==> config.mk <==
export PLATFORM = sky130hd
export DESIGN_NAME = reg_spill_fill
export DESIGN_NICKNAME = d
export VERILOG_FILES = /design/src/rtl/reg_spill_fill.sv
export SDC_FILE = /design/constraint.sdc
export NUM_CORES = 1
export LEC_CHECK = 0
export BUFFER_PORTS_ARGS = -buffer_cell sky130_fd_sc_hd__buf_2
export CORE_UTILIZATION = 33
export CTS_CLUSTER_DIAMETER = 150
export DETAILED_ROUTE_END_ITERATION = 8
export PLACE_DENSITY = 0.7
export SYNTH_ARGS = -nofsm -noshare
export SYNTH_HDL_FRONTEND = slang
export SYNTH_SLANG_ARGS = --single-unit
==> constraint.sdc <==
create_clock -name Clk -period 1.85 [get_ports Clk]
set_clock_uncertainty 0.2 [all_clocks]
set_input_delay 0.2775 -clock Clk [delete_from_list [all_inputs] [get_ports Clk]]
set_output_delay 0.2775 -clock Clk [all_outputs]
set_load 0.005 [all_outputs]
==> src/rtl/reg_spill_fill.sv <==
// Register-file spill/fill sequencer: moves all 2**D registers to or from data
// memory one per cycle, starting at a latched base address.
module reg_spill_fill #(
  parameter int W = 8,
  parameter int D = 2,
  parameter int A = 8
) (
  input  logic         Clk,
  input  logic         Reset_n,
  input  logic         Start,
  input  logic         Dir,
  input  logic [A-1:0] BaseAddr,
  input  logic         Stall,
  output logic         Busy,
  output logic         Done,
  output logic [D-1:0] RfRaddr,
  input  logic [W-1:0] RfRdata,
  output logic         RfWriteEn,
  output logic [D-1:0] RfWaddr,
  output logic [W-1:0] RfWdata,
  output logic [A-1:0] MemAddr,
  output logic         MemWriteEn,
  output logic [W-1:0] MemWdata,
  input  logic [W-1:0] MemRdata
);

  localparam int N = 2 ** D;

  typedef enum logic [1:0] {
    IDLE  = 2'd0,
    SPILL = 2'd1,
    FILL  = 2'd2,
    DONE  = 2'd3
  } state_t;

  state_t       state, state_nxt;
  logic [D-1:0] idx, idx_nxt;
  logic [A-1:0] base, base_nxt;
  logic [A-1:0] mem_addr;
  logic         last;

  assign mem_addr = base + A'(idx);
  assign last     = (idx == D'(N - 1));

  always_ff @(posedge Clk) begin
    if (!Reset_n) begin
      state <= IDLE;
      idx   <= '0;
      base  <= '0;
    end else begin
      state <= state_nxt;
      idx   <= idx_nxt;
      base  <= base_nxt;
    end
  end

  // Write enables are also gated by Reset_n so a reset aborts without a final write.
  always_comb begin
    state_nxt  = state;
    idx_nxt    = idx;
    base_nxt   = base;
    Busy       = 1'b0;
    Done       = 1'b0;
    RfRaddr    = '0;
    RfWriteEn  = 1'b0;
    RfWaddr    = '0;
    RfWdata    = '0;
    MemAddr    = '0;
    MemWriteEn = 1'b0;
    MemWdata   = '0;
    case (state)
      IDLE: begin
        if (Start) begin
          base_nxt  = BaseAddr;
          idx_nxt   = '0;
          state_nxt = Dir ? FILL : SPILL;
        end
      end
      SPILL: begin
        Busy       = 1'b1;
        RfRaddr    = idx;
        MemAddr    = mem_addr;
        MemWdata   = RfRdata;
        MemWriteEn = !Stall && Reset_n;
        if (!Stall) begin
          idx_nxt = idx + D'(1);
          if (last) state_nxt = DONE;
        end
      end
      FILL: begin
        Busy      = 1'b1;
        MemAddr   = mem_addr;
        RfWaddr   = idx;
        RfWdata   = MemRdata;
        RfWriteEn = !Stall && Reset_n;
        if (!Stall) begin
          idx_nxt = idx + D'(1);
          if (last) state_nxt = DONE;
        end
      end
      DONE: begin
        Done      = 1'b1;
        state_nxt = IDLE;
      end
      default: state_nxt = IDLE;
    endcase
  end

endmodule

### Word level (Yosys, flattened, before mapping)

Index checks and enable logic that the tools add are counted.
W data, S select, Z words.

* register bits after elaboration: 12
* bits of input ports: 29
* output and inout port bits: 32
* word-level logic and storage cells: 37

* add/sub/neg operators: 2
* equality and inequality tests: 7
* muxes and demuxes: 17
* reductions and logical operators: 8

Operators with widths (number)
* $mux W8: 3
* $mux W2: 8
* $add A8 B2 Y8: 1
* $eq A2 B2 Y1 const B: 3
* $pmux W2 S3: 1
* $reduce_and A3 Y1: 2
* $mux W1: 4
* $ne A2 B2 Y1 const B: 2
* $pmux W2 S2: 1
* $add A2 B1 Y2 const B: 1
* $eq A2 B1 Y1 const B: 1
* $logic_not A2 Y1: 1
* $ne A2 B1 Y1 const B: 1
* $reduce_and A2 Y1: 1
* $reduce_bool A2 Y1: 1
* $reduce_or A2 Y1: 1
* $logic_and A1 B1 Y1: 1
* $logic_not A1 Y1: 1

### Longest topological paths before layout

* depth in word-level cells: 4
* mapped depth: 7
* depth with buffers taken out: 6

### Worst setup path before layout

Ideal clock, no wire load.

* path kind: flip-flop to flip-flop
* from: register state[0]
* to: register idx[0]
* setup time: 0.070 ns
* data arrival time: 1.658 ns
* required time: 1.580 ns
* path slack: -0.078 ns
* cell stages (with the launch flop): 8
* buffers on the path: 1
* period minus slack after synthesis: 1.928 ns
* cell sequence: dfxtp_1 > inv_1 > ha_1 > buf_6 > nor2b_4 > a211o_1 > or3b_1 > a21oi_1

* longest elaborated chain between the ends: 4
* elaborated cells between the ends (all ways): 9
* those cells by class: eq/ne (4); mux (1); reduce/logical (4)

Ends and longest elaborated chain
* start: declaration: line 36 `state_t state, state_nxt;`
* start signal: assignment: line 51 `state <= state_nxt;`
* $eq A2 B2 Y1 or $eq A2 B1 Y1 (tied branches): line 71 `case (state)`
* $reduce_or A2 Y1 (no line)
* $ne A2 B2 Y1 (no line) or $reduce_bool A2 Y1 (tied branches)
* $reduce_and A3 Y1 (no line)
* end signal: assignment: line 52 `idx <= idx_nxt;`
* end: declaration: line 37 `logic [D-1:0] idx, idx_nxt;`

Several ways; a longest one is shown, not always the timed one.
A chain may end at the register's enable or synchronous reset.

### Final worst setup path

* from: register base[0]
* to: output port MemAddr[4]

* longest elaborated chain between the ends: 2

Ends and longest elaborated chain
* start: declaration: line 38 `logic [A-1:0] base, base_nxt;`
* start signal: assignment: line 53 `base <= base_nxt;`
* $add A8 B2 Y8: line 42 `assign mem_addr = base + A'(idx);`
* $mux W8: line 71
* end: declaration: line 21 `output logic [A-1:0] MemAddr,`

No other way between the ends.

==> reports/metrics.yaml <==
status: "complete, but fails checks"
violations: "negative setup slack"
coreArea_sq_um: 2590
fin_crit_ps: 2100
synthTopCellsByArea: "dfxtp_1, and2_1, ha_1"
route.detailed.drc: 0
yosys.area.top_type: "dfxtp_1"
synth_seq_cells: 12
arrival_ps: 1620
grt_pass1_wl_um: 4250
synthesis.area_sq_um: 941
swShare_pct: 38.6
routed_wl_um: 2730
sequentialPowerShare_pct: 26.0
met3_usage_pct: 3.98
hold_class: "input pin to register"
fmax_mhz: 477
insertion_delay_ps: 280
syn2layout_area_growth_pct: 54.1
port-buffer-count: 60
die-area_sq_um: 3070
synth.most_common_cell: "and2_1"
met1_usage_pct: 17.3
fin_util_pct: 56.0
finalSetupTns_ps: -1340
floorplan.io_pins: 61
pwr-share-comb_pct: 63.0
yosys.area.top_type_share_pct: 25.5
synthArstFlopShare_pct: 0
worstMarginPinSlew_ps: 297
cts_made_buffers: 3
dominantRegCellSynth: "dfxtp_1"
drt-initial-drc-count: 16
synthCells: 117
cts_max_level: 1
finalNetCount: 226
globalRouteMet2Util_pct: 32.5
drt-wirelength-per-cell_um: 12.7
antenna_found_initial: 0
endpoint_kind: "output port"
synth-edff-count: 0
drive_above_1_share_pct: 49.7
powerDensity_nw_per_um2: 1040
synthTopCellsByCount: "and2_1, nand2_1, a21oi_1, dfxtp_1, nand3_1"
pwr-share-clk_pct: 10.9
syn_area_per_cell_sq_um: 8.04
top_usage_layer: "met2"
cp_cell_sequence: "ha_4, fa_2, nand3_2, xnor2_1, and2_1, buf_2"
synth_cell_types: 25
p_leak_nw: 0.764
internal-power_mw: 0.922
setup_viol: 7
crit_slowest_cell: "fa_2"
ir_drop_v: 0.000548
finalPower_mw: 1.50
grt_util_all_layers_pct: 17.1
fp.dieW_um: 55.4
path_buf_inv: 1
ff2ff_setup_slack_ps: 80
gp_congestion: 0.689
ant_nets: 0
die_y_um: 55.4
place_hpwl_um: 2000
timing.max_cap.violations: 0
postCtsHoldBufs: 0
cts_root_buffer: "clkbuf_4"
vias: 1046
worstPathRequired_ps: 1370
rsz0062_at_grt: "yes"
drtPass1Iterations: 4
cts_tree: "built"
grt_pass1_vias: 1024
grt_max_degree: 15
rows: 18
slew_headroom_pct: 80.2
final-hold-violation-count: 0
path_clk_slew_ps: 70
final_area_sq_um: 1450
critPathMaxStageDelay_ps: 370
synth.yosys.seq_area_share_pct: 25.5
placed_area_sq_um: 1290
synth_fp_nets: 156
cts_sinks: 12
grt_remaining_overflow: 0
cp_max_fo: 3
worst_slack_ps: -246
yosysWarningCount: 0
start_kind: "register"
critPathKind: "register to output port"
p_switching_mw: 0.580
period_share_pct: 113
cp_top_family: "adder cells"
initial_core_util_pct: 36.3
cts_max_path_buffers: 2
vias_per_cell: 4.87
n_antenna_cell: 0
slew_violations: 0
-- metal layers --
| layer | wire length [um] | up-vias |
|---|---|---|
| met1 | 1020 | 482 |
| li1 | - | 524 |
| met3 | 131 | 6 |
| met2 | 1530 | 34 |
| met5 | 0 | - |
| met4 | 54 | 0 |
-- registers in the layout, summed over array words and instances (netlist names) --
| register | count |
|---|---|
| state | 2 |
| base | 8 |
| idx | 2 |
-- per-stage QoR --
stage               hold WS, ps  worst slack, ps  std cells
floorplan                   225             10.7        117
global placement            249            -1.73        208
detailed placement          265            -55.5        208
CTS                        32.3             -282        213
global route               61.2             -290        215
finish                     39.3             -246        215
-- layout make-up --
| cell class | count | area (sq um) |
|---|---|---|
| fillers | 231 | 1140 |
| multi-input cells | 96 | 708 |
| repair buffers | 71 | 418 |
| flip-flops and latches | 12 | 248 |
| well taps | 30 | 37.5 |
| clock buffers | 3 | 22.5 |
| inverters | 3 | 16.3 |
-- power by group through the flow --
| stage | sequential, mW | combinational, mW | clock, mW |
|---|---|---|---|
| CTS | 0.383 | 0.783 | 0.168 |
| global placement | 0.375 | 0.674 | 0 |
| detailed placement | 0.381 | 0.709 | 0 |
| finish | 0.391 | 0.947 | 0.164 |
| global route | 0.398 | 1.04 | 0.175 |
| floorplan | 0.378 | 0.445 | 0 |
-- repair_timing --
action	in CTS	in global routing
pin swaps	4	5
buffers inserted	2	1
cloned	0	1
resized for setup	15	8
setup endpoints to repair	10	10
-- kinds of logic after synthesis --
logic type                 count (synthesis)  share of synthesized area (%)
AOI/OAI and AO/OA                         15                           8.91
xor gates and xnor gates                   6                           5.59
adders and majority gates                 10                           14.1
buffers and inverters                      9                           6.12
DFF                                       12                           25.5
muxes                                      2                           2.13
and+or+nand+nor                           63                           37.6
-- worst reg2reg max path, delay by kind of cell, from the launching register on --
kind / cells / cell delay (ps)
buffers and inverters: 1 / 160
adders and majority gates: 1 / 200
and+or+nand+nor: 1 / 380
DFF: 1 / 340
AOI/OAI and AO/OA: 2 / 430
-- layout by cell type, fill, tap and decap left out, types with 2 or more instances in the layout --
cell type,instances
a21oi_1,12
and2_1,27
buf_2,59
buf_4,8
buf_6,2
clkbuf_4,3
dfxtp_1,6
dfxtp_2,6
ha_1,5
ha_4,4
inv_4,2
mux2i_1,2
nand2_1,14
nand3_1,8
nand3_2,2
nor2_1,3
nor3b_1,2
xnor2_1,5
-- path summary, 6_finish.rpt --
kind,startpoint,endpoint,cells past startpoint
worst max-delay path,base[0],MemAddr[4],6
worst min-delay path,BaseAddr[0],base[0],3
worst max register to register,state[0],idx[0],5
worst min register to register,base[7],base[7],2
Note: power is estimated with default switching activity, not from simulation.
